<file path="src/rtl/aes_output_collector.sv">
// Collects the 16 ciphertext bytes streamed by AES_encryption into 128-bit blocks
// and hands them out through a two-entry FIFO with a valid/ready consumer port.
module aes_output_collector #(
  parameter bit MSB_FIRST = 1'b1,
  parameter int COUNT_W   = 16
) (
  input  logic               clk,
  input  logic               rst,
  input  logic               core_ready,
  input  logic [7:0]         core_byte,
  input  logic               clear_err,
  output logic [127:0]       out_data,
  output logic               out_valid,
  input  logic               out_ready,
  output logic               busy,
  output logic               overrun,
  output logic [COUNT_W-1:0] block_count,
  output logic               dbg_state
);

  // Handshake: the head block transfers on any rising edge where out_valid and
  // out_ready are both high; out_data is held stable while valid waits for ready.

  typedef enum logic {
    S_IDLE    = 1'b0,
    S_COLLECT = 1'b1
  } state_t;

  state_t               state_q, state_d;
  logic [3:0]           idx_q, idx_d;
  logic                 rdy_q, rdy_d;
  logic [127:0]         asm_q, asm_d;
  logic [127:0]         mem0_q, mem0_d;
  logic [127:0]         mem1_q, mem1_d;
  logic [1:0]           cnt_q, cnt_d;
  logic                 ovr_q, ovr_d;
  logic [COUNT_W-1:0]   bcnt_q, bcnt_d;

  logic                 start;
  logic                 done;
  logic                 pop;
  logic                 accept;
  logic                 drop;
  logic [1:0]           cnt_ap;

  function automatic logic [127:0] place(input logic [127:0] blk,
                                         input logic [3:0]   k,
                                         input logic [7:0]   b);
    logic [127:0] r;
    logic [6:0]   lo;
    r  = blk;
    lo = {k, 3'b000};
    if (MSB_FIRST) r[(7'd120 - lo) +: 8] = b;
    else           r[lo +: 8]            = b;
    return r;
  endfunction

  always_comb begin
    state_d = state_q;
    idx_d   = idx_q;
    asm_d   = asm_q;
    rdy_d   = core_ready;
    done    = 1'b0;
    start   = core_ready & ~rdy_q;
    case (state_q)
      S_IDLE: begin
        if (start) begin
          asm_d   = place(asm_q, 4'd0, core_byte);
          idx_d   = 4'd1;
          state_d = S_COLLECT;
        end
      end
      S_COLLECT: begin
        // Start edges are deliberately not looked at here.
        asm_d = place(asm_q, idx_q, core_byte);
        idx_d = idx_q + 4'd1;
        if (idx_q == 4'd15) begin
          done    = 1'b1;
          idx_d   = 4'd0;
          state_d = S_IDLE;
        end
      end
      default: state_d = S_IDLE;
    endcase
  end

  // The same-edge pop frees a slot before the completed block looks for one.
  always_comb begin
    mem0_d = mem0_q;
    mem1_d = mem1_q;
    pop    = (cnt_q != 2'd0) & out_ready;
    cnt_ap = cnt_q - {1'b0, pop};
    accept = done & (cnt_ap != 2'd2);
    drop   = done & ~accept;
    if (pop) mem0_d = mem1_q;
    if (accept) begin
      if (cnt_ap == 2'd0) mem0_d = asm_d;
      else                mem1_d = asm_d;
    end
    cnt_d  = cnt_ap + {1'b0, accept};
    ovr_d  = (ovr_q & ~clear_err) | drop;
    bcnt_d = accept ? bcnt_q + {{(COUNT_W-1){1'b0}}, 1'b1} : bcnt_q;
  end

  always_ff @(posedge clk or negedge rst) begin
    if (!rst) begin
      state_q <= S_IDLE;
      idx_q   <= 4'd0;
      rdy_q   <= 1'b0;
      asm_q   <= '0;
      mem0_q  <= '0;
      mem1_q  <= '0;
      cnt_q   <= 2'd0;
      ovr_q   <= 1'b0;
      bcnt_q  <= '0;
    end else begin
      state_q <= state_d;
      idx_q   <= idx_d;
      rdy_q   <= rdy_d;
      asm_q   <= asm_d;
      mem0_q  <= mem0_d;
      mem1_q  <= mem1_d;
      cnt_q   <= cnt_d;
      ovr_q   <= ovr_d;
      bcnt_q  <= bcnt_d;
    end
  end

  assign out_data    = mem0_q;
  assign out_valid   = (cnt_q != 2'd0);
  assign busy        = (state_q == S_COLLECT);
  assign overrun     = ovr_q;
  assign block_count = bcnt_q;
  assign dbg_state   = state_q;

endmodule

</file>
<file path="config.mk">
export PLATFORM = sky130hd
export DESIGN_NAME = aes_output_collector
export DESIGN_NICKNAME = d
export VERILOG_FILES = /design/src/rtl/aes_output_collector.sv
export SDC_FILE = /design/constraint.sdc
export NUM_CORES = 1
export LEC_CHECK = 0
export CAP_MARGIN = 5
export CORE_MARGIN = 5
export CORE_UTILIZATION = 57
export CTS_CLUSTER_SIZE = 20
export DETAILED_ROUTE_END_ITERATION = 10
export DONT_BUFFER_PORTS = 1
export PLACE_DENSITY = 0.82
export SLEW_MARGIN = 20
export SYNTH_ARGS = -nofsm -noshare
export SYNTH_HDL_FRONTEND = slang
export SYNTH_SLANG_ARGS = --single-unit
</file>
<file path="constraint.sdc">
create_clock -name clk -period 2.9 [get_ports clk]
set_input_delay 0.58 -clock clk [delete_from_list [all_inputs] [get_ports clk]]
set_output_delay 0.58 -clock clk [all_outputs]
set_load 0.1 [all_outputs]
</file>
Word level (Yosys, flattened, before mapping)
Cells that the tools add are included.
{"block": "totals", "reg_bits": 409, "input_bits": 13}
{"block": "classes", "add_sub_neg": 6, "n_eq_ne": 3, "shift": 2, "n_mux": 14, "n_bitwise": 11, "n_reduce_logical": 3}
{"operator": "$mux W128", "n": 4}
{"operator": "$pmux W128 S2", "n": 1}
{"operator": "$bwmux W128", "n": 1}
{"operator": "$shift A8 B9 Y128 const A", "n": 1}
{"operator": "$shiftx A8 B9 Y128", "n": 1}
{"operator": "$add A16 B1 Y16 const B", "n": 1}
{"operator": "$neg A7 Y9", "n": 1}
{"operator": "$mux W4", "n": 2}
{"operator": "$pmux W4 S2", "n": 1}
{"operator": "$sub A7 B7 Y7 const A", "n": 1}
{"operator": "$and A1 B1 Y1", "n": 5}
{"operator": "$not A1 Y1", "n": 5}
{"operator": "$add A4 B1 Y4 const B", "n": 1}
{"operator": "$eq A4 B4 Y1 const B", "n": 1}
{"operator": "$mux W1", "n": 4}
{"operator": "$ne A2 B2 Y1 const B", "n": 2}
{"operator": "$add A2 B1 Y2", "n": 1}
{"operator": "$logic_not A2 Y1", "n": 1}
{"operator": "$pmux W1 S2", "n": 1}
{"operator": "$reduce_and A2 Y1", "n": 1}
{"operator": "$reduce_bool A2 Y1", "n": 1}
{"operator": "$sub A2 B1 Y2", "n": 1}
{"operator": "$or A1 B1 Y1", "n": 1}

Longest topological paths before layout
Gate-level depths: netlist (run 1).
{"block": "logic_depth", "ltp_word": 8, "ltp_mapped": 13}

Worst setup path after synthesis (run 1)
No wires, ideal clock.
{"block": "synth_timing", "path_kind": "reg-to-reg", "startpoint": "register cnt_q[1]", "endpoint": "register mem1_q[120]", "setup_ps": 83, "t_arrival_ps": 3101, "slack_ps": -284, "stages_incl_launch_ff": 14, "path_buffers": 7, "period_less_slack_ps": 3184, "cell_sequence": "dfrtp_1 -> or2_2 -> and2_1 -> clkbuf_2 -> buf_2 -> buf_2 -> ha_1 -> clkbuf_1 -> or2_2 -> clkbuf_1 -> clkbuf_1 -> clkbuf_1 -> nand2_1 -> o21ai_0"}
{"block": "synth_between", "elab_chain_len": 6, "word_cells_on_any_way": 8, "classes_between": "add/sub (1); eq/ne (1); bitwise (3); reduce/logical (3)"}
{"item": "start: declaration", "line_no": "35", "text": "logic [1:0] cnt_q, cnt_d;"}
{"item": "start signal: assignment", "line_no": "123", "text": "cnt_q <= cnt_d;"}
{"item": "$reduce_bool A2 Y1 (*)"}
{"item": "named net out_valid", "line_no": "13", "text": "output logic out_valid,"}
{"item": "$and A1 B1 Y1 (*)", "line_no": "91", "text": "pop = (cnt_q != 2'd0) & out_ready;"}
{"item": "$sub A2 B1 Y2 (*)", "line_no": "92", "text": "cnt_ap = cnt_q - {1'b0, pop};"}
{"item": "$ne A2 B2 Y1 or $logic_not A2 Y1 (tied branches)", "line_no": "93, 97"}
{"item": "$and A1 B1 Y1 or $not A1 Y1 (tied branches)"}
{"item": "$reduce_and A2 Y1 (no line) (*)"}
{"item": "end signal: assignment", "line_no": "122", "text": "mem1_q <= mem1_d;"}
{"item": "end: declaration", "line_no": "34", "text": "logic [127:0] mem1_q, mem1_d;"}
The timed path passes the listed nets; every way through them passes the cells marked *.
A chain may end at the register's enable or synchronous reset.

Worst setup path after layout (run 1)
{"block": "layout_timing", "startpoint": "register cnt_q[1]", "endpoint": "register mem0_q[116] (netlist: out_data[116])"}
{"block": "layout_between", "elab_chain_len": 6, "word_cells_on_any_way": 9, "classes_between": "add/sub (1); eq/ne (1); mux (3); bitwise (2); reduce/logical (2)"}
{"item": "$reduce_bool A2 Y1", "line_no": "91"}
{"item": "$and A1 B1 Y1", "line_no": "91"}
{"item": "$sub A2 B1 Y2", "line_no": "92"}
{"item": "$ne A2 B2 Y1 or $logic_not A2 Y1 (tied branches)", "line_no": "93, 97"}
{"item": "$and A1 B1 Y1 or $mux W128 (tied branches)", "line_no": "93, 97"}
{"item": "$mux W128 (*)", "line_no": "96", "text": "if (accept) begin"}
{"item": "named net mem0_d[116]", "line_no": "33", "text": "logic [127:0] mem0_q, mem0_d;"}
{"item": "end signal: assignment", "line_no": "121", "text": "mem0_q <= mem0_d;"}
{"item": "end: declaration", "line_no": "33"}
Marks and branches as above.

==> metrics.md, run 1 <==
| Metric | Value |
|---|---|
| Detail Route Antenna Nets | 0 |
| DRT Pass-1 Iters | 5 |
| Worst Path Required | 3330 ps |
| Drt total wl | 38810 um |
| Most frequent cells in the layout | dfrtp_1 (408), nand2_1 (339), mux2i_1 (197) |
| Reg2reg start | cnt_q[1]$_DFF_PN0_ |
| Layout Skew | 10.76 ps |
| Area growth syn-to-layout | 10.76% |
| DR iter-0 viols | 909 |
| Placed Area | 17500 um^2 |
| Max_cap viols | 0 |
| Crit Path Max Fanout | 36 |
| WHS | -250.0 ps |
| Full die area | 33420 um^2 |
| Post-synth top area share | 60.13% |
| CTS sink count | 409 |
| Sequential share of the synthesized area | 60.13% |
| Worst EP arrival | 2990 ps |
| Area of the mapped netlist | 17020 um^2 |
| Post-synth EDFFs | 0 |
| Netlist cell types | 46 |
| H-tree depth | 2 |
| Synth Area per Inst | 10.93 um^2 |
| CTS tree | built |
| First-pass GRT wire length | 63300 um |
| Final HPWL DP | 23620 um |
| DRC errors left | 0 |
| Vias in the first global route | 11500 |
| Fill cell count | 2253 |
| Fmax | 389.8 MHz |
| Slew Limit Fails | 0 |
| Area contributors post-synth | dfrtp_1 (60%), mux2i_1 (12%), nand2_1 (7.5%), o21ai_0 (5.0%), mux2_2 (2.4%) |
| # diodes | 0 |
| Largest net degree at the start of global routing | 410 |
| Final Cycle Share | 88.46% |
| Row cnt | 63 |
| Initial Utilization | 57.58% |
| NumNets Final | 1553 |
| Avg WL per Cell | 19.84 um |
| Startpoint Class | register |
| Initial antenna violation count | 0 |
| Clock root cell | clkbuf_16 |
| Final instance area | 18850 um^2 |
| Max Buffers Root-to-Sink | 3 |
| Layout cells sized above 1 | 10.60% |
| Worst setup startpoint | cnt_q[1]$_DFF_PN0_ |
| Commonest non-fill, non-tap cell in the layout | dfrtp_1 |
| RePlAce Congestion | 0.8442 |
| Number of setup violations in the final report | 0 |
| RSZ-0062 raised after global routing | no |
| IO buf count | 0 |
| Failing checks | hold timing |
| Worst setup path class | register to register |
| Setup Fix Bufs, Post-CTS | 0 |
| Num CTS Buffers | 41 |
| Syn_nets | 1576 |
| I/O pin cnt | 161 |
| Final Hold Viols | 409 |
| Crit end category | register |
| GRT Resource Usage Total | 23.35% |
| Synth warnings | 0 |
| Reg area | 10240 um^2 |
| Slew @ Worst Pin | 996.6 ps |
| Status | finished, violations left |
| Final core occ | 63.78% |
| Post-synth top flop | dfrtp_1 |
| Path type of the worst min-delay path | input pin to async pin |
| Synth area leader | dfrtp_1 |
| Worst-skew pair later-pin latency | 530 ps |
| Yosys reg bits | 409 |
| Die W | 182.8 um |
| Mapped Cells | 1558 |
| DIE HEIGHT | 182.8 um |
| Worst slew margin | 33.56% |
| Clock slew at reported path FFs | 60 ps |
| CORE AREA | 29560 um^2 |
| Final min period | 2565 ps |
| Fraction of registers with async set/reset | 100.0% |
| Total grt overflow | 0 |
| Multi-input gate area | 6217 um^2 |
| Vias per inst | 5.774 |
| Via count | 11290 |
| Fin Setup TNS | 0 ps |
layout make-up:
type | instances | share of cell area, %
tap | 390 | 2.588
clock inverter | 10 | 0.5641
inverter | 38 | 0.7566
clock buffer | 64 | 6.603
sequential | 409 | 54.31
multi-input combinational | 1003 | 32.98
timing repair buffer | 42 | 2.203
registers in the layout, indices dropped and copies added, names as in the netlist:
name,cells
asm_q,128
mem1_q,128
out_data,128
block_count,16
idx_q,4
cnt_q,2
busy,1
overrun,1
rdy_q,1
metal layers:
metal / global-route usage [%] / vias up / part of all wire (%)
li1: - / 5227 / -
met1: 31.89 / 5680 / 42
met2: 37.16 / 314 / 48
met3: 6.644 / 72 / 7.8
met4: 6.764 / 0 / 2.9
met5: 0 / - / 0
cell usage after synthesis, types with 3 or more instances:
cell type and n:
a211oi_1 9, a21oi_1 42, a22o_1 30, and2_1 7
and3_1 7, buf_1 4, buf_2 24, clkbuf_1 75
dfrtp_1 409, ha_1 5, inv_1 38, mux2_2 36
mux2i_1 197, nand2_1 339, nand3_1 42, nand4_1 11
nor2_1 44, nor2b_1 11, nor3_2 4, o21ai_0 171
o31ai_1 3, or2_2 8, xnor2_1 16
per-stage QoR:
stage | hold WS, ps | instances | setup WS (ps)
floorplan | 284.4 | 1558 | -27.20
global placement | 299.5 | 1882 | 404.7
detailed placement | 299.6 | 1882 | 365.6
CTS | -260.5 | 1956 | 344.3
global route | -270.1 | 1956 | 203.9
finish | -250.0 | 1956 | 334.6
critical path, cell delays in order (launching register included):
cell	delay [ps]
dfrtp_1	410
or2_4	240
and2_4	170
ha_1	220
xnor2_1	400
nand3_4	430
buf_12	350
mux2i_1	220
logic make-up after synthesis:
logic type | synth area share [%]
compound gates | 8.894
fa+ha+maj | 0.3675
mux | 13.97
simple gates | 12.08
flops | 60.13
buf+inv | 3.536
xor+xnor | 1.022
final timing paths:
path | endpoint | slack, ps | cells past startpoint
setup / recovery | out_data[116]$_DFF_PN0_ | 330 | 7
hold / removal | mem1_q[65]$_DFFE_PN0P_ | -250 | 0
setup reg to reg | out_data[116]$_DFF_PN0_ | 330 | 7
hold reg to reg | mem1_q[18]$_DFFE_PN0P_ | 470 | 2
max in group asynchronous | out_data[110]$_DFF_PN0_ | 2420 | 0
min in group clk | rdy_q$_DFF_PN0_ | 80 | 0
repair_timing:
action                                  in CTS  in global routing
endpoints found under the setup margin       0                  0
gates resized for setup                      0                  0
endpoints found under the hold margin      409                409
Power of run 1 is not shown: default switching activity piles up to over one toggle a cycle in this logic, so the estimate is an artifact.
==> run 2: changes to the inputs <==
--- a/config.mk
+++ b/config.mk
@@ -11,7 +11,8 @@
 export CTS_CLUSTER_SIZE = 20
 export DETAILED_ROUTE_END_ITERATION = 10
 export DONT_BUFFER_PORTS = 1
-export PLACE_DENSITY = 0.82
+export PLACE_DENSITY = 0.72
+export REMOVE_ABC_BUFFERS = 1
 export SLEW_MARGIN = 20
 export SYNTH_ARGS = -nofsm -noshare
 export SYNTH_HDL_FRONTEND = slang
==> run 2 against run 1 <==
The flow still finishes with violations (hold timing). Hold slack better by 11 ps. Design area increased by 0.11%. Clock-buffer cell count rose by 1. Register-to-register slack got worse by 60 ps. Wire length decreased by 3.0%. Final cell count barely moved. Via count shrank 2.0%. First-iteration DRC count fell by 15%. Clock skew is 1.6 ps lower. Global-route usage fell by 0.51 points. Critical path depth decreased by 1. Setup slack lost 59 ps.
==> metrics.md, run 2 (synthesis gave the netlist of run 1 again) <==
| Metric | Value |
|---|---|
| Worst setup path class | register to register (unchanged) |
| CORE AREA | 29560 um^2 (unchanged) |
| Worst setup startpoint | idx_q[1]$_DFFE_PN0P_ (was cnt_q[1]$_DFF_PN0_) |
| Commonest non-fill, non-tap cell in the layout | dfrtp_1 (unchanged) |
| Num CTS Buffers | 42 (was 41) |
| I/O pin cnt | 161 (unchanged) |
| CTS sink count | 409 (unchanged) |
| DIE HEIGHT | 182.8 um (unchanged) |
| Startpoint Class | register (unchanged) |
| CTS tree | built (unchanged) |
| Worst reg2reg path depth | 6 (was 7) |
| GRT Resource Usage Total | 22.84% (was 23.35%) |
| DR iter-0 viols | 769 (was 909) |
| Worst slew margin | 32.16% (was 33.56%) |
| Via count | 11070 (was 11290) |
| Path type of the worst min-delay path | input pin to async pin (unchanged) |
| Full die area | 33420 um^2 (unchanged) |
| Final min period | 2625 ps (was 2565 ps) |
| RSZ-0062 raised after global routing | no (unchanged) |
| Status | finished, violations left (unchanged) |
| Crit end category | register (unchanged) |
| IO buf count | 0 (unchanged) |
| FF-to-FF setup slack | 280 ps (was 330 ps) |
| Final Hold Viols | 409 (unchanged) |
| Vias per inst | 5.654 (was 5.774) |
| Fill cell count | 2340 (was 2253) |
| Layout Skew | 9.146 ps (was 10.76 ps) |
| Largest net degree at the start of global routing | 410 (unchanged) |
| Max Buffers Root-to-Sink | 3 (unchanged) |
| Slew Limit Fails | 0 (unchanged) |
| Die W | 182.8 um (unchanged) |
| Slew @ Worst Pin | 1018 ps (was 996.6 ps) |
| RePlAce Congestion | 0.8015 (was 0.8442) |
| Max_cap viols | 0 (unchanged) |
| Area growth syn-to-layout | 10.89% (was 10.76%) |
| Fmax | 381.0 MHz (was 389.8 MHz) |
| Failing checks | hold timing (unchanged) |
| Clock slew at reported path FFs | 60 ps (about the same) |
| Fin Setup TNS | 0 ps (unchanged) |
| First-pass GRT wire length | 61870 um (was 63300 um) |
| Final HPWL DP | 22430 um (was 23620 um) |
| Number of setup violations in the final report | 0 (unchanged) |
| Reg2reg end | asm_q[99]$_DFF_PN0_ (was out_data[116]$_DFF_PN0_) |
| Final Cycle Share | 90.51% (was 88.46%) |
| Worst-skew pair later-pin latency | 520 ps (was 530 ps) |
| Vias in the first global route | 11160 (was 11500) |
| Worst Path Required | 3310 ps (was 3330 ps) |
| H-tree depth | 2 (unchanged) |
| Initial Utilization | 57.58% (unchanged) |
| Crit Path Max Fanout | 12 (was 36) |
| Row cnt | 63 (unchanged) |
| Drt total wl | 37650 um (was 38810 um) |
| Most frequent cells in the layout | dfrtp_1 (408), nand2_1 (339), mux2i_1 (197) (unchanged) |
| Reg2reg start | idx_q[1]$_DFFE_PN0P_ (was cnt_q[1]$_DFF_PN0_) |
| NumNets Final | 1556 (was 1553) |
| Final core occ | 63.85% (was 63.78%) |
| Clock root cell | clkbuf_16 (unchanged) |
| Worst EP arrival | 3030 ps (was 2990 ps) |
| WHS | -238.9 ps (was -250.0 ps) |
| Crit path capture | asm_q[99]$_DFF_PN0_ (was out_data[116]$_DFF_PN0_) |
| Avg WL per Cell | 19.24 um (was 19.84 um) |
| DRT Pass-1 Iters | 5 (unchanged) |
| DRC errors left | 0 (unchanged) |
| Detail Route Antenna Nets | 0 (unchanged) |
| Total grt overflow | 0 (unchanged) |
| Layout cells sized above 1 | 10.66% (was 10.60%) |
| Initial antenna violation count | 1 (was 0) |
## run 2: repair_timing
item                                    in CTS  in global routing
endpoints found under the setup margin       0                  4
hold endpoints to repair                   409                409
setup buffers                                0                  0
resized for setup                            0                  0
## run 2: final cells by class
cell class,count,area (um^2),area share (%)
tap,390,488.0,2.585
timing repair buffer,44,430.4,2.280
antenna,1,2.502,0.01326
inverter,38,142.6,0.7557
multi-input combinational,1003,6215,32.93
sequential,409,10240,54.25
clock buffer,65,1269,6.722
clock inverter,7,88.84,0.4707
## run 2: worst min path at each step
stage                     slack (ps)                          to  from  cells past startpoint
final                           -240  block_count[9]$_DFFE_PN0P_   rst                      0
after global routing            -260  block_count[9]$_DFFE_PN0P_   rst                      0
after CTS                       -260  block_count[9]$_DFFE_PN0P_   rst                      0
after detailed placement         300  block_count[9]$_DFFE_PN0P_   rst                      0
after global placement           300  block_count[7]$_DFFE_PN0P_   rst                      0
after floorplan                  280          asm_q[0]$_DFF_PN0_   rst                      0
## run 2: worst max-delay path, stage by stage, from the launching register on
cell	delay [ps]
dfrtp_1	580
ha_1	350
nor2b_1	230
a21oi_1	80
o22a_1	370
nor2_2	490
mux2_2	400
## run 2: stage by stage
stage / area, um^2 / hold slack, ps / cells / setup WS, ps
6_report: 18870 / -238.9 / 1957 / 275.1
3_5_place_dp: 17510 / 299.1 / 1884 / 279.5
2_1_floorplan: 16560 / 284.4 / 1450 / -5916
3_3_place_gp: 17510 / 299.1 / 1884 / 356.1
5_1_grt: 18870 / -264.4 / 1956 / 4.426
4_1_cts: 18870 / -261.6 / 1956 / 282.3
## run 2: routing by layer
metal | GRT usage, % | part of all wire [%]
met4 | 5.572 | 2.1
met5 | 0 | 0
met3 | 5.494 | 6.3
met2 | 36.76 | 48
met1 | 31.93 | 44
Power of run 2 is left out for the same reason.
==> run 3: changes to the inputs <==
--- a/config.mk
+++ b/config.mk
@@ -5,14 +5,13 @@
 export SDC_FILE = /design/constraint.sdc
 export NUM_CORES = 1
 export LEC_CHECK = 0
-export CAP_MARGIN = 5
+export CAP_MARGIN = 20
 export CORE_MARGIN = 5
 export CORE_UTILIZATION = 57
 export CTS_CLUSTER_SIZE = 20
 export DETAILED_ROUTE_END_ITERATION = 10
 export DONT_BUFFER_PORTS = 1
 export PLACE_DENSITY = 0.72
-export REMOVE_ABC_BUFFERS = 1
 export SLEW_MARGIN = 20
 export SYNTH_ARGS = -nofsm -noshare
 export SYNTH_HDL_FRONTEND = slang
==> run 3 against run 2 <==
The run still ends with hold timing left. Utilization grew 0.32 points. First-iteration DRC count increased by 28%. Via count rose by 1.1%. Clock skew decreased by 2.0 ps. Setup slack improved by 42 ps. Critical path depth is 1 higher. Wire length grew 2.7%. Non-clock buffer count increased by 5. Critical endpoint is now out_data[96]$_DFF_PN0_. Largest cell class unchanged. Highest routed layer unchanged.
==> metrics.md, run 3 (synthesis gave the netlist of run 1 again) <==
| Metric | Value |
|---|---|
| Status | finished, violations left (unchanged) |
| Failing checks | hold timing (unchanged) |
| Worst-skew pair later-pin latency | 530 ps (was 520 ps) |
| Most frequent cells in the layout | dfrtp_1 (408), nand2_1 (339), mux2i_1 (197) (unchanged) |
| I/O pin cnt | 161 (unchanged) |
| Vias in the first global route | 11180 (was 11160) |
| CTS tree | built (unchanged) |
| DIE HEIGHT | 182.8 um (unchanged) |
| Initial antenna violation count | 0 (was 1) |
| Area growth syn-to-layout | 11.44% (was 10.89%) |
| Inst Count DP | 1889 (was 1884) |
| CP cell instances | or2_4 > and2_4 > ha_1 > xnor2_1 > and3_4 > buf_12 > o21ai_0 (was ha_1 > nor2b_1 > a21oi_1 > o22a_1 > nor2_2 > mux2_2) |
| Num CTS Buffers | 43 (was 42) |
| Final min period | 2583 ps (was 2625 ps) |
| DRC errors left | 0 (unchanged) |
| Commonest non-fill, non-tap cell in the layout | dfrtp_1 (unchanged) |
| Largest net degree at the start of global routing | 410 (unchanged) |
| DR iter-0 viols | 988 (was 769) |
| GRT Resource Usage Total | 23.24% (was 22.84%) |
| Path type of the worst min-delay path | input pin to async pin (unchanged) |
| Die W | 182.8 um (unchanged) |
| Worst Path Required | 3290 ps (was 3310 ps) |
| Initial Utilization | 57.58% (unchanged) |
| Via count | 11190 (was 11070) |
| Full die area | 33420 um^2 (unchanged) |
| Total grt overflow | 0 (unchanged) |
| Clock slew at reported path FFs | 60 ps (about the same) |
| Layout cells sized above 1 | 11.31% (was 10.66%) |
| Place WS | 328.7 ps (was 279.5 ps) |
| RePlAce Congestion | 0.8316 (was 0.8015) |
| Worst EP arrival | 2980 ps (was 3030 ps) |
| Detail Route Antenna Nets | 0 (unchanged) |
| Final HPWL DP | 23290 um (was 22430 um) |
| Final Hold Viols | 409 (unchanged) |
| CORE AREA | 29560 um^2 (unchanged) |
| Clock root cell | clkbuf_16 (unchanged) |
| Max Buffers Root-to-Sink | 3 (unchanged) |
| Vias per inst | 5.698 (was 5.654) |
| WHS | -245.4 ps (was -238.9 ps) |
| Setup Fix Bufs, Post-CTS | 0 (unchanged) |
| CP max stage delay | 490 ps (was 580 ps) |
| DRT Pass-1 Iters | 5 (unchanged) |
| Final core occ | 64.17% (was 63.85%) |
| Max_cap viols | 0 (unchanged) |
| Layout Skew | 7.118 ps (was 9.146 ps) |
| Final WS setup | 316.7 ps (was 275.1 ps) |
| Number of setup violations in the final report | 0 (unchanged) |
| CP bufs+invs | 1 (was 0) |
| Crit end category | register (unchanged) |
| Slowest-stage cell, CP | and3_4 (was dfrtp_1) |
| Startpoint Class | register (unchanged) |
| Non-Filler Instances | 1964 (was 1957) |
| H-tree depth | 2 (unchanged) |
| Slew @ Worst Pin | 1022 ps (was 1018 ps) |
| Cell class contributing the biggest share of worst-path delay | simple AND/OR/NAND/NOR gates (unchanged) |
| CTS sink count | 409 (unchanged) |
| Drt total wl | 38670 um (was 37650 um) |
| RSZ-0062 raised after global routing | no (unchanged) |
| # diodes | 0 (was 1) |
| Avg WL per Cell | 19.69 um (was 19.24 um) |
| IO buf count | 0 (unchanged) |
| Fmax | 387.1 MHz (was 381.0 MHz) |
| Worst setup path class | register to register (unchanged) |
| Post-cts repair resize count | 0 (unchanged) |
| Row cnt | 63 (unchanged) |
| Slew Limit Fails | 0 (unchanged) |
| NumNets Final | 1562 (was 1556) |
| Final Cycle Share | 89.08% (was 90.51%) |
| Crit Path Max Fanout | 58 (was 12) |
| First-pass GRT wire length | 62630 um (was 61870 um) |
| Worst slew margin | 31.87% (was 32.16%) |
## run 3: final timing paths
check / startpoint / endpoint / slack [ps] / depth (start not counted)
worst min register to register: mem1_q[48]$_DFFE_PN0P_ / mem1_q[48]$_DFFE_PN0P_ / 470 / 2
worst min-delay path: rst / mem1_q[65]$_DFFE_PN0P_ / -250 / 0
max in group asynchronous: rst / asm_q[75]$_DFF_PN0_ / 2330 / 0
min in group clk: core_ready / rdy_q$_DFF_PN0_ / 80 / 0
worst max-delay path: cnt_q[1]$_DFF_PN0_ / out_data[96]$_DFF_PN0_ / 320 / 7
worst max register to register: cnt_q[1]$_DFF_PN0_ / out_data[96]$_DFF_PN0_ / 320 / 7
## run 3: final cells by class
| cell class | count | area [um^2] |
|---|---|---|
| fill | 2318 | 10590 |
| sequential | 409 | 10240 |
| multi-input combinational | 1003 | 6217 |
| clock buffer | 68 | 1363 |
| tap | 390 | 488.0 |
| timing repair buffer | 49 | 430.4 |
| inverter | 38 | 142.6 |
| clock inverter | 7 | 90.09 |
## run 3: routing by layer
layer | wire, um | share of wire, % | vias up | GRT usage (%)
li1 | - | - | 5241 | -
met1 | 16790 | 43 | 5625 | 32.56
met2 | 18340 | 47 | 268 | 37.18
met3 | 2730 | 7.1 | 57 | 5.930
met4 | 811 | 2.1 | 0 | 5.542
met5 | 0 | 0 | - | 0
## run 3: per-stage QoR
stage / cell area [um^2] / setup TNS, ps
after floorplan: 17030 / -536.6
final: 18970 / 0
after global routing: 18970 / 0
after global placement: 17520 / 0
after CTS: 18970 / 0
after detailed placement: 17520 / 0
Power of run 3 is left out for the same reason.
